$ cat src/rtl/pulse_stretch_if.sv
// pulse_stretch_if: trigger/config/output bundle for pulse_stretch_mc.
//   in       raw trigger inputs, one per channel
//   width    pulse length in cycles, shared by all channels (0 behaves as 1)
//   retrig   1 = trigger during an active pulse restarts it
//   edge_md  1 = rising-edge triggering, 0 = level triggering
//   out      stretched pulses, one per channel
//   busy     OR of out
//   drop_clr / drop   present only with PULSE_STRETCH_DROP_EN defined:
//            sticky per-channel flags for ignored triggers, and their clear
// Modports: master drives triggers/config, slave is the stretcher.
interface pulse_stretch_if #(
    parameter int CHANNELS = 4,
    parameter int CNT_W    = 8
);
    logic [CHANNELS-1:0] in;
    logic [CNT_W-1:0]    width;
    logic                retrig;
    logic                edge_md;
    logic [CHANNELS-1:0] out;
    logic                busy;
`ifdef PULSE_STRETCH_DROP_EN
    logic                drop_clr;
    logic [CHANNELS-1:0] drop;
`endif

    modport master (
        output in, width, retrig, edge_md,
`ifdef PULSE_STRETCH_DROP_EN
        output drop_clr,
        input  drop,
`endif
        input  out, busy
    );

    modport slave (
        input  in, width, retrig, edge_md,
`ifdef PULSE_STRETCH_DROP_EN
        input  drop_clr,
        output drop,
`endif
        output out, busy
    );
endinterface

$ cat src/rtl/pulse_stretch_mc.sv
// pulse_stretch_mc: multi-channel, run-time configurable pulse stretcher.
// Each channel owns a down-counter; an accepted trigger loads it with the
// effective width and the channel output stays high while it is non-zero.
// Ports:
//   clk   single clock, all logic on posedge
//   rst   synchronous, active-high reset
//   bus   pulse_stretch_if.slave (in, width, retrig, edge_md -> out, busy)
// Optional feature: define PULSE_STRETCH_DROP_EN to add sticky per-channel
// drop flags (bus.drop) that record triggers ignored while a pulse was active,
// cleared by bus.drop_clr.
module pulse_stretch_mc #(
    parameter int CHANNELS = 4,
    parameter int CNT_W    = 8
) (
    input  logic            clk,
    input  logic            rst,
    pulse_stretch_if.slave  bus
);
    typedef logic [CNT_W-1:0] cnt_t;

    logic [CHANNELS-1:0] in_d_q, in_d_d;
    cnt_t                cnt_q [CHANNELS];
    cnt_t                cnt_d [CHANNELS];
    logic [CHANNELS-1:0] out_q, out_d;
    logic                busy_q, busy_d;
    logic [CHANNELS-1:0] trig;
    cnt_t                w_eff;

    // NOTE: every variable written here gets a default first, so no path
    // leaves it unassigned and no latch is inferred.
    always_comb begin
        w_eff  = (bus.width == '0) ? cnt_t'(1) : bus.width;
        in_d_d = bus.in;
        trig   = '0;
        out_d  = '0;
        for (int c = 0; c < CHANNELS; c++) begin
            cnt_d[c] = '0;
            trig[c]  = bus.edge_md ? (bus.in[c] & ~in_d_q[c]) : bus.in[c];
            // Accept when idle, or when reloading is allowed mid-pulse.
            if (trig[c] && ((cnt_q[c] == '0) || bus.retrig)) begin
                cnt_d[c] = w_eff;
            end else if (cnt_q[c] != '0) begin
                cnt_d[c] = cnt_q[c] - cnt_t'(1);
            end
            // out is registered from the next count so it rises on the
            // same edge that loads the counter.
            out_d[c] = (cnt_d[c] != '0);
        end
        busy_d = |out_d;
    end

    // NOTE: sequential state uses non-blocking assignments so all flops
    // update together from values computed before the edge.
    always_ff @(posedge clk) begin
        if (rst) begin
            in_d_q <= '0;
            out_q  <= '0;
            busy_q <= 1'b0;
            // NOTE: the counter array is reset explicitly; it defines the
            // output, so a mid-pulse reset must clear it.
            for (int c = 0; c < CHANNELS; c++) begin
                cnt_q[c] <= '0;
            end
        end else begin
            in_d_q <= in_d_d;
            out_q  <= out_d;
            busy_q <= busy_d;
            for (int c = 0; c < CHANNELS; c++) begin
                cnt_q[c] <= cnt_d[c];
            end
        end
    end

    assign bus.out  = out_q;
    assign bus.busy = busy_q;

`ifdef PULSE_STRETCH_DROP_EN
    logic [CHANNELS-1:0] drop_q, drop_d;
    logic [CHANNELS-1:0] ignored;

    always_comb begin
        ignored = '0;
        for (int c = 0; c < CHANNELS; c++) begin
            ignored[c] = trig[c] & (cnt_q[c] != '0) & ~bus.retrig;
        end
        // A same-cycle ignored trigger wins over the clear.
        drop_d = (drop_q & ~{CHANNELS{bus.drop_clr}}) | ignored;
    end

    always_ff @(posedge clk) begin
        if (rst) begin
            drop_q <= '0;
        end else begin
            drop_q <= drop_d;
        end
    end

    assign bus.drop = drop_q;
`endif
endmodule
$ cat src/flat_wrapper.sv
// flat-port wrapper written by rule: the top's interface ports become plain ports
module pulse_stretch_mc_flat 
#(
    parameter int CHANNELS = 4,
    parameter int CNT_W    = 8
)
  (clk, rst, bus_in, bus_width, bus_retrig, bus_edge_md, bus_out, bus_busy);
  pulse_stretch_if #(.CHANNELS(CHANNELS), .CNT_W(CNT_W)) bus_i ();
  input  logic clk;
  input  logic rst;
  input wire logic [$bits(bus_i.in)-1:0] bus_in;
  input wire logic [$bits(bus_i.width)-1:0] bus_width;
  input wire logic [$bits(bus_i.retrig)-1:0] bus_retrig;
  input wire logic [$bits(bus_i.edge_md)-1:0] bus_edge_md;
  output wire logic [$bits(bus_i.out)-1:0] bus_out;
  output wire logic [$bits(bus_i.busy)-1:0] bus_busy;
  assign bus_i.in = bus_in;
  assign bus_i.width = bus_width;
  assign bus_i.retrig = bus_retrig;
  assign bus_i.edge_md = bus_edge_md;
  assign bus_out = bus_i.out;
  assign bus_busy = bus_i.busy;
  pulse_stretch_mc #(.CHANNELS(CHANNELS), .CNT_W(CNT_W)) u_core (.clk(clk), .rst(rst), .bus(bus_i));
endmodule
$ cat config.mk
export PLATFORM = sky130hd
export DESIGN_NAME = pulse_stretch_mc_flat
export DESIGN_NICKNAME = d
export VERILOG_FILES = /design/src/rtl/pulse_stretch_if.sv /design/src/rtl/pulse_stretch_mc.sv /design/src/flat_wrapper.sv
export SDC_FILE = /design/constraint.sdc
export NUM_CORES = 1
export LEC_CHECK = 0
export CAP_MARGIN = 40
export CORE_UTILIZATION = 30
export CTS_BUF_LIST = sky130_fd_sc_hd__clkbuf_2
export CTS_CLUSTER_DIAMETER = 40
export DETAILED_ROUTE_END_ITERATION = 6
export PLACE_DENSITY = 0.51
export SKIP_LAST_GASP = 1
export SLEW_MARGIN = 15
export SYNTH_ARGS = -nofsm -noshare
export SYNTH_HDL_FRONTEND = slang
export SYNTH_SLANG_ARGS = --single-unit
$ cat constraint.sdc
create_clock -name clk -period 2.1 [get_ports clk]
set_clock_uncertainty 0.2 [all_clocks]
set_input_delay 0.525 -clock clk [delete_from_list [all_inputs] [get_ports clk]]
set_output_delay 0.525 -clock clk [all_outputs]
set_load 0.02 [all_outputs]
# Yosys cells after proc, flatten, opt, wreduce, memory -nomap -nowiden
# Memory sizes are Yosys's and may differ from the RTL's.
# Cells that the tools add are included.
# Widths: inputs -> output; s select.
op_classes:
  addsub: 4
  muxes: 20
  n_bitwise: 12
  n_reduce_logical: 22
op_table:
  columns: ["cell", "n"]
  rows:
  - ["$mux 8", 13]
  - ["$reduce_bool 8->1", 8]
  - ["$logic_not 8->1", 5]
  - ["$sub 8x1->8 const B", 4]
  - ["$mux 1", 7]
  - ["$and 1x1->1", 4]
  - ["$logic_and 1x1->1", 4]
  - ["$logic_or 1x1->1", 4]
  - ["$not 1->1", 4]
  - ["$or 1x1->1", 4]
  - ["$reduce_or 4->1", 1]
word_totals:
  ff_bits: 9
  ram_bits: 32
  input_bits: 16
  output_inout_bits: 5
  memories: 1
mem_list:
  columns: ["name", "words", "word_bits", "rd", "rd_clocked_by_memory_dff", "write_ports", "line", "rtl"]
  rows:
  - ["u_core.cnt_q", 4, 8, 4, 0, 4, "pulse_stretch_mc.sv:22", "cnt_t cnt_q [CHANNELS];"]

# Depth between registers and ports, before layout
# Gate-level depths: netlist of the first run.
logic_depth:
  word_depth: 7
  mapped_depth: 8
  mapped_depth_nobuf: 7

# Worst setup path before layout of the first run
# OpenSTA, ideal clock, no wires.
synth_path:
  kind: "register to register"
  start: "memory u_core.cnt_q[2][0] in the netlist's numbering"
  end: "register u_core.busy_q, in the netlist u_core.bus.busy"
  t_arrival_ps: 1814
  required_ps: 1823
  slack_ps: 9
  stages_incl_launch_ff: 8
  synth_period_minus_slack_ps: 2091
  cell_sequence: "dfxtp_1 -> inv_1 -> ha_1 -> or3b_4 -> or4_4 -> a22oi_4 -> a211oi_2 -> a41oi_2"
synth_lines:
  columns: ["element", "line", "rtl"]
  rows:
  - ["from (decl)", "pulse_stretch_mc.sv:22", null]
  - ["to (signal assigned)", "pulse_stretch_mc.sv:67", "busy_q <= busy_d;"]
  - ["to (decl)", "pulse_stretch_mc.sv:25", "logic busy_q, busy_d;"]

==> results of run 1 <==
worst max-delay path by stage:
stage / endpoint / slack, ns
2_1_floorplan: u_core.bus.busy$_SDFF_PP0_ / 0.009
3_3_place_gp: u_core.bus.busy$_SDFF_PP0_ / -0.23
4_1_cts: u_core.bus.busy$_SDFF_PP0_ / -0.05
5_1_grt: u_core.bus.out[2]$_SDFF_PP0_ / -0.14
6_report: u_core.bus.out[2]$_SDFF_PP0_ / -0.09
3_5_place_dp: u_core.bus.busy$_SDFF_PP0_ / -0.24
synthesized netlist by cell type, types with 3 or more instances:
master / n
nor2b_1: 5
nor3b_1: 4
a22oi_1: 20
buf_6: 3
nor2_1: 43
or3_1: 5
xnor2_1: 6
clkbuf_1: 5
ha_1: 8
dfxtp_1: 41
xor2_1: 12
a211oi_1: 3
nand2_1: 15
a21oi_1: 16
nor4_1: 8
nor3_1: 6
o21a_1: 4
and3_1: 3
inv_1: 9
area by class of cell:
type                    instances  area, sq um
flip-flops and latches         41          826
multi-input cells             206         1470
well taps                      99          124
fillers                       710         4260
repair buffers                 67          571
inverters                       9         33.8
clock buffers                   6         30.0
clock inverters                 2         10.0
kinds of logic (layout without fill, tap and decap cells):
| family | after synthesis | in the layout | synth area share [%] |
|---|---|---|---|
| AND/OR/NAND/NOR | 110 | 110 | 25.8 |
| buffers and inverters | 19 | 84 | 4.28 |
| multiplexers | 2 | 2 | 1.08 |
| AO/OA/AOI/OAI | 68 | 68 | 22.1 |
| XOR/XNOR | 18 | 18 | 6.83 |
| flip-flops | 41 | 41 | 35.6 |
| adder cells (fa/ha/maj) | 8 | 8 | 4.34 |
registers in the layout, indices dropped and copies added, names as in the netlist:
| signal | count |
|---|---|
| u_core.cnt_q | 32 |
| u_core.bus.busy | 1 |
| u_core.in_d_q | 4 |
| u_core.bus.out | 4 |
power by group through the flow:
stage / sequential (mW) / combinational [mW] / clock, mW
6_report: 1.44 / 3.22 / 0.370
5_1_grt: 1.47 / 3.57 / 0.404
4_1_cts: 1.40 / 3.05 / 0.374
3_5_place_dp: 1.41 / 2.96 / 0
3_3_place_gp: 1.41 / 2.97 / 0
2_1_floorplan: 1.41 / 2.05 / 0
tightest hold or removal path, stage by stage (launching register included):
cell and delay (ns):
dfxtp_1 0.43, or3_1 0.13, a21oi_1 0.05
what timing repair did:
item | in CTS | in global routing
hold buffers | 0 | 0
setup endpoints to repair | 5 | 26
buffers inserted | 2 | 2
resized for setup | 12 | 15
pin swaps | 4 | 7
routing by layer:
layer / wire [microns] / track usage (%)
met3: 183 / 2.65
met5: 0 / 0
met4: 143 / 5.63
met2: 2780 / 24.5
met1: 3300 / 23.8
per-stage QoR:
| step | area, sq um | TNS (ns) |
|---|---|---|
| CTS | 2980 | -0.0707 |
| floorplan | 2310 | 0 |
| global route | 3070 | -0.463 |
| detailed placement | 2910 | -3.64 |
| global placement | 2910 | -2.97 |
| finish | 3070 | -0.134 |
==> flow_metrics.env, run 1 <==
export IMPL_status="complete, but fails checks"
export IMPL_violations="setup timing"
export IMPL_crit_cells=9
export IMPL_hold_end="u_core.cnt_q[0][0]$_SDFF_PP0_"
export IMPL_drc_errors=0
export IMPL_p_clk_share_pct=7.4
export IMPL_synth_flop_cell="dfxtp_1"
export IMPL_antenna_found_initial=0
export IMPL_synth_async_reset_ratio_pct=0
export IMPL_crit_type="register to register"
export IMPL_endpoint_kind="register"
export IMPL_critPathLaunch="u_core.cnt_q[2][0]$_SDFF_PP0_"
export IMPL_synth_distinct_cells=57
export IMPL_root_buffer="clkbuf_2"
export IMPL_cp_slowest_stage_delay_ns=0.38
export IMPL_fin_hold_ws_ns=0.425
export IMPL_place_congestion=0.805
export IMPL_cts_buffers_inserted=5
export IMPL_cp_required_ns=2.23
export IMPL_vias_per_cell=5.01
export IMPL_synth_edf_count=0
export IMPL_final_common_cell="buf_4"
export IMPL_ios=21
export IMPL_pre_cts_ws_ns=-0.240
export IMPL_setup_viol=2
export IMPL_p_leak_nw=1.31
export IMPL_diodes=0
export IMPL_hold_path_startpoint="u_core.cnt_q[0][0]$_SDFF_PP0_"
export IMPL_wl_per_cell_microns=14.9
export IMPL_gr_total_overflow=0
export IMPL_crit_fanout=3
export IMPL_critPathLaunchType="register"
export IMPL_fp_dieW_microns=89.7
export IMPL_coreArea_sq_um=7330
export IMPL_p_switching_mw=2.20
export IMPL_avgSynthCellArea_sq_um=8.67
export IMPL_slowest_stage="dfxtp_2"
export IMPL_clockBufferDepth=2
export IMPL_synth_nets=290
export IMPL_dr_total_vias=2155
export IMPL_die_h_microns=89.7
export IMPL_ff2ff_path_depth=9
export IMPL_gr_usage_all_layers_pct=16.4
export IMPL_r2r_setup_slack_ns=-0.09
export IMPL_yosysWarnings=0
export IMPL_post_route_period_util_pct=104
export IMPL_vdd_drop_max_mv=0.878
export IMPL_first_global_vias=1991
export IMPL_drtIter0Drc=118
export IMPL_final_layout_size_suffix_gt1_share_pct=25.7
export IMPL_p_sw_share_pct=43.7
export IMPL_stdcell_count=430
export IMPL_start_util_pct=31.5
export IMPL_power_mw=5.03
export IMPL_dieArea_sq_um=8050
export IMPL_netlist_area_sq_um=2310
export IMPL_wl_microns=6410
export IMPL_fmax_mhz=456
export IMPL_clk_latency_ns=0.42
export IMPL_power_frac_seq_pct=28.6
export IMPL_synth_top_area_cell="dfxtp_1"
export IMPL_clock_sinks=41
export IMPL_hold_path_depth=2
export IMPL_drt_first_pass_iters=4
export IMPL_crit_buf_inv=3
export IMPL_area_growth_pct=32.9
export IMPL_dp_cells=419
export IMPL_reg2reg_to="u_core.bus.out[2]$_SDFF_PP0_"
export IMPL_layout_common_cells="buf_4, nor2_1, dfxtp_1"
export IMPL_arrival_ns=2.32
export IMPL_finalWorstSetupSlack_ns=-0.0918
export IMPL_r2r_start="u_core.cnt_q[2][0]$_SDFF_PP0_"
export IMPL_fin_util_pct=41.8
export IMPL_path_delay_family="simple AND/OR/NAND/NOR gates"
export IMPL_min_period_ns=2.19
export IMPL_cp_cell_sequence="inv_2, ha_4, or3b_4, buf_6, nor3b_4, o31ai_4, a211oi_2, buf_4, nor2_4"
export IMPL_hold_path_class="register to register"
export IMPL_place_detailed_hpwl_microns=4480
export IMPL_clk_pin_slew_ns=0.23
export IMPL_synth_top_area_share_pct=35.6
export IMPL_p_per_area_nw_per_um2=1640
export IMPL_io_buffers=20
export IMPL_synthCells=266
export IMPL_grt_pass1_wl_microns=9890
export IMPL_finalMaxSlewViolations=0
export IMPL_p_int_mw=2.83
export IMPL_rsz0062_at_grt="true"
export IMPL_worst_pin_slew_ns=0.371
export IMPL_cts_tree="built"
export IMPL_hold_viol=0
export IMPL_slew_headroom_pct=75.0
export IMPL_finalNetCount=354
export IMPL_drv_cap=0
export IMPL_comb_power_share_pct=64.1
export IMPL_row_count=31
export IMPL_synth_seq_area_share_pct=35.6
export IMPL_drt_antenna_violating_nets=0
export IMPL_ys_ff_latch=41
export IMPL_h_tree_depth=2
export IMPL_synthTopCellsByArea="dfxtp_1, nor2_1, a22oi_1"
export IMPL_grt_start_max_net_pins=42
No activity file was read; power rests on OpenSTA's default activity.
==> run 2: changes to the inputs <==
--- a/config.mk
+++ b/config.mk
@@ -6,11 +6,12 @@
 export NUM_CORES = 1
 export LEC_CHECK = 0
 export CAP_MARGIN = 40
-export CORE_UTILIZATION = 30
+export CORE_UTILIZATION = 54
 export CTS_BUF_LIST = sky130_fd_sc_hd__clkbuf_2
 export CTS_CLUSTER_DIAMETER = 40
 export DETAILED_ROUTE_END_ITERATION = 6
-export PLACE_DENSITY = 0.51
+export HOLD_SLACK_MARGIN = 0.12
+export PLACE_DENSITY = 0.81
 export SKIP_LAST_GASP = 1
 export SLEW_MARGIN = 15
 export SYNTH_ARGS = -nofsm -noshare
==> run 2 against run 1 <==
Against the previous run:
- the run now ends clean
- global-route usage increased by 12 points
- utilization increased by 32 points
- cell count decreased by 11%
- sequential share of layout area increased by 0.61 points
- wire length decreased by 5.6%
- final area decreased by 2.4%
- die area decreased by 44%
- worst hold slack got worse by 0.0051 ns
- power increased by 0.50%
- critical endpoint is now u_core.bus.busy$_SDFF_PP0_
- highest routed layer unchanged
==> flow_metrics.env, run 2 (same netlist as run 1, synthesis figures left out) <==
export IMPL_cp_cell_sequence="inv_2, ha_4, or3b_4, or4_4, a22oi_4, a211oi_2, a41oi_2"
export IMPL_cts_buffers_inserted=5
export IMPL_p_per_area_nw_per_um2=1690
export IMPL_die_h_microns=67.4
export IMPL_final_common_cell="buf_4"
export IMPL_dr_wl_met2_microns=2900
export IMPL_place_detailed_hpwl_microns=4190
export IMPL_dr_total_vias=2200
export IMPL_drv_cap=0
export IMPL_vdd_drop_max_mv=1.08
export IMPL_wl_per_cell_microns=15.8
export IMPL_vias_per_cell=5.76
export IMPL_slew_headroom_pct=75.6
export IMPL_finalWorstSetupSlack_ns=0.0116
export IMPL_final_fill_count=301
export IMPL_clk_pin_slew_ns=0.24
export IMPL_grt_pass1_wl_microns=9360
export IMPL_finalMaxSlewViolations=0
export IMPL_rsz0062_at_grt="true"
export IMPL_arrival_ns=2.26
export IMPL_multi_input_area_sq_um=1420
export IMPL_crit_fanout=3
export IMPL_endpoint_kind="register"
export IMPL_cp_slowest_stage_delay_ns=0.50
export IMPL_layout_common_cells="buf_4, nor2_1, dfxtp_1"
export IMPL_clock_sinks=41
export IMPL_clk_latency_ns=0.42
export IMPL_clockBufferDepth=2
export IMPL_diodes=0
export IMPL_drt_first_pass_iters=4
export IMPL_drt_met1_wl_microns=2640
export IMPL_wl_met3_microns=386
export IMPL_critPathLaunchType="register"
export IMPL_fin_hold_ws_ns=0.420
export IMPL_area_growth_pct=29.8
export IMPL_fmax_mhz=479
export IMPL_hold_path_class="register to register"
export IMPL_pre_cts_ws_ns=-0.261
export IMPL_min_period_ns=2.09
export IMPL_tns_ns=0
export IMPL_drtIter0Drc=201
export IMPL_p_leak_nw=1.31
export IMPL_gr_usage_all_layers_pct=28.3
export IMPL_largest_reg_flops=32
export IMPL_wl_microns=6040
export IMPL_post_route_period_util_pct=99.4
export IMPL_worst_pin_slew_ns=0.363
export IMPL_largest_register="u_core.cnt_q"
export IMPL_setup_viol=0
export IMPL_io_buffers=20
export IMPL_finalNetCount=355
export IMPL_slowest_stage="or4_4"
export IMPL_drc_errors=0
export IMPL_seq_area_sq_um=825
export IMPL_first_global_vias=2021
export IMPL_final_layout_size_suffix_gt1_share_pct=24.1
export IMPL_cts_tree="built"
export IMPL_h_tree_depth=2
export IMPL_gr_total_overflow=0
export IMPL_ios=21
export IMPL_row_count=23
export IMPL_start_util_pct=56.9
export IMPL_grt_start_max_net_pins=40
export IMPL_place_congestion=0.898
export IMPL_fp_dieW_microns=67.4
export IMPL_root_buffer="clkbuf_2"
export IMPL_dieArea_sq_um=4540
export IMPL_coreArea_sq_um=4060
export IMPL_fin_util_pct=73.8
export IMPL_antenna_found_initial=0
export IMPL_topRoutingLayerUsed="met4"
export IMPL_crit_type="register to register"
export IMPL_drt_antenna_violating_nets=0
export IMPL_status="completed"
export IMPL_cp_required_ns=2.27
export IMPL_hold_viol=0
-- run 2: per-stage QoR --
stage          instances  area, sq um  total power, mW
2_1_floorplan        266         2310             3.46
3_3_place_gp         371         2870             4.31
3_5_place_dp         371         2870             4.39
4_1_cts              380         2960             4.96
5_1_grt              382         2990             5.42
6_report             382         2990             5.05
-- run 2: where the power goes --
part | switching, mW | internal, mW
clock | 0.284 | 0.197
combinational | 1.54 | 1.60
sequential | 0.336 | 1.10
total | 2.16 | 2.90
-- run 2: final cells by class --
type                            instances  area share, %
Inverter                                9           1.13
Multi-Input combinational cell        206           47.6
Clock inverter                          3           1.38
Tap cell                               50           2.09
Clock buffer                            5          0.836
Timing Repair Buffer                   68           19.5
Sequential cell                        41           27.5
-- run 2: path summary, 6_finish.rpt --
path	cells past startpoint	start	endpoint	slack (ns)
worst min register to register	2	u_core.cnt_q[0][0]$_SDFF_PP0_	u_core.cnt_q[0][0]$_SDFF_PP0_	0.42
worst max-delay path	7	u_core.cnt_q[2][0]$_SDFF_PP0_	u_core.bus.busy$_SDFF_PP0_	0.01
worst min-delay path	2	u_core.cnt_q[0][0]$_SDFF_PP0_	u_core.cnt_q[0][0]$_SDFF_PP0_	0.42
worst max register to register	7	u_core.cnt_q[2][0]$_SDFF_PP0_	u_core.bus.busy$_SDFF_PP0_	0.01
-- run 2: per-layer routing --
layer  global-route usage (%)  vias to the layer above
met1                     35.3                     1036
met4                     9.57                        0
met2                     47.4                       63
li1                         -                     1089
met3                     6.76                       12
met5                        0                        -
-- run 2: what timing repair did --
item                       CTS  global route
gates resized for setup     11             6
pin swaps                    5             6
hold buffers                 0             0
setup endpoints to repair   10            13
buffers inserted             1             2
-- run 2: critical path: cells and delay by family (launching register included) --
kind,cells,cell delay (ns)
buffers and inverters,1,0.07
flip-flops,1,0.38
AO/OA/AOI/OAI,3,0.37
AND/OR/NAND/NOR,2,0.89
adder cells (fa/ha/maj),1,0.13
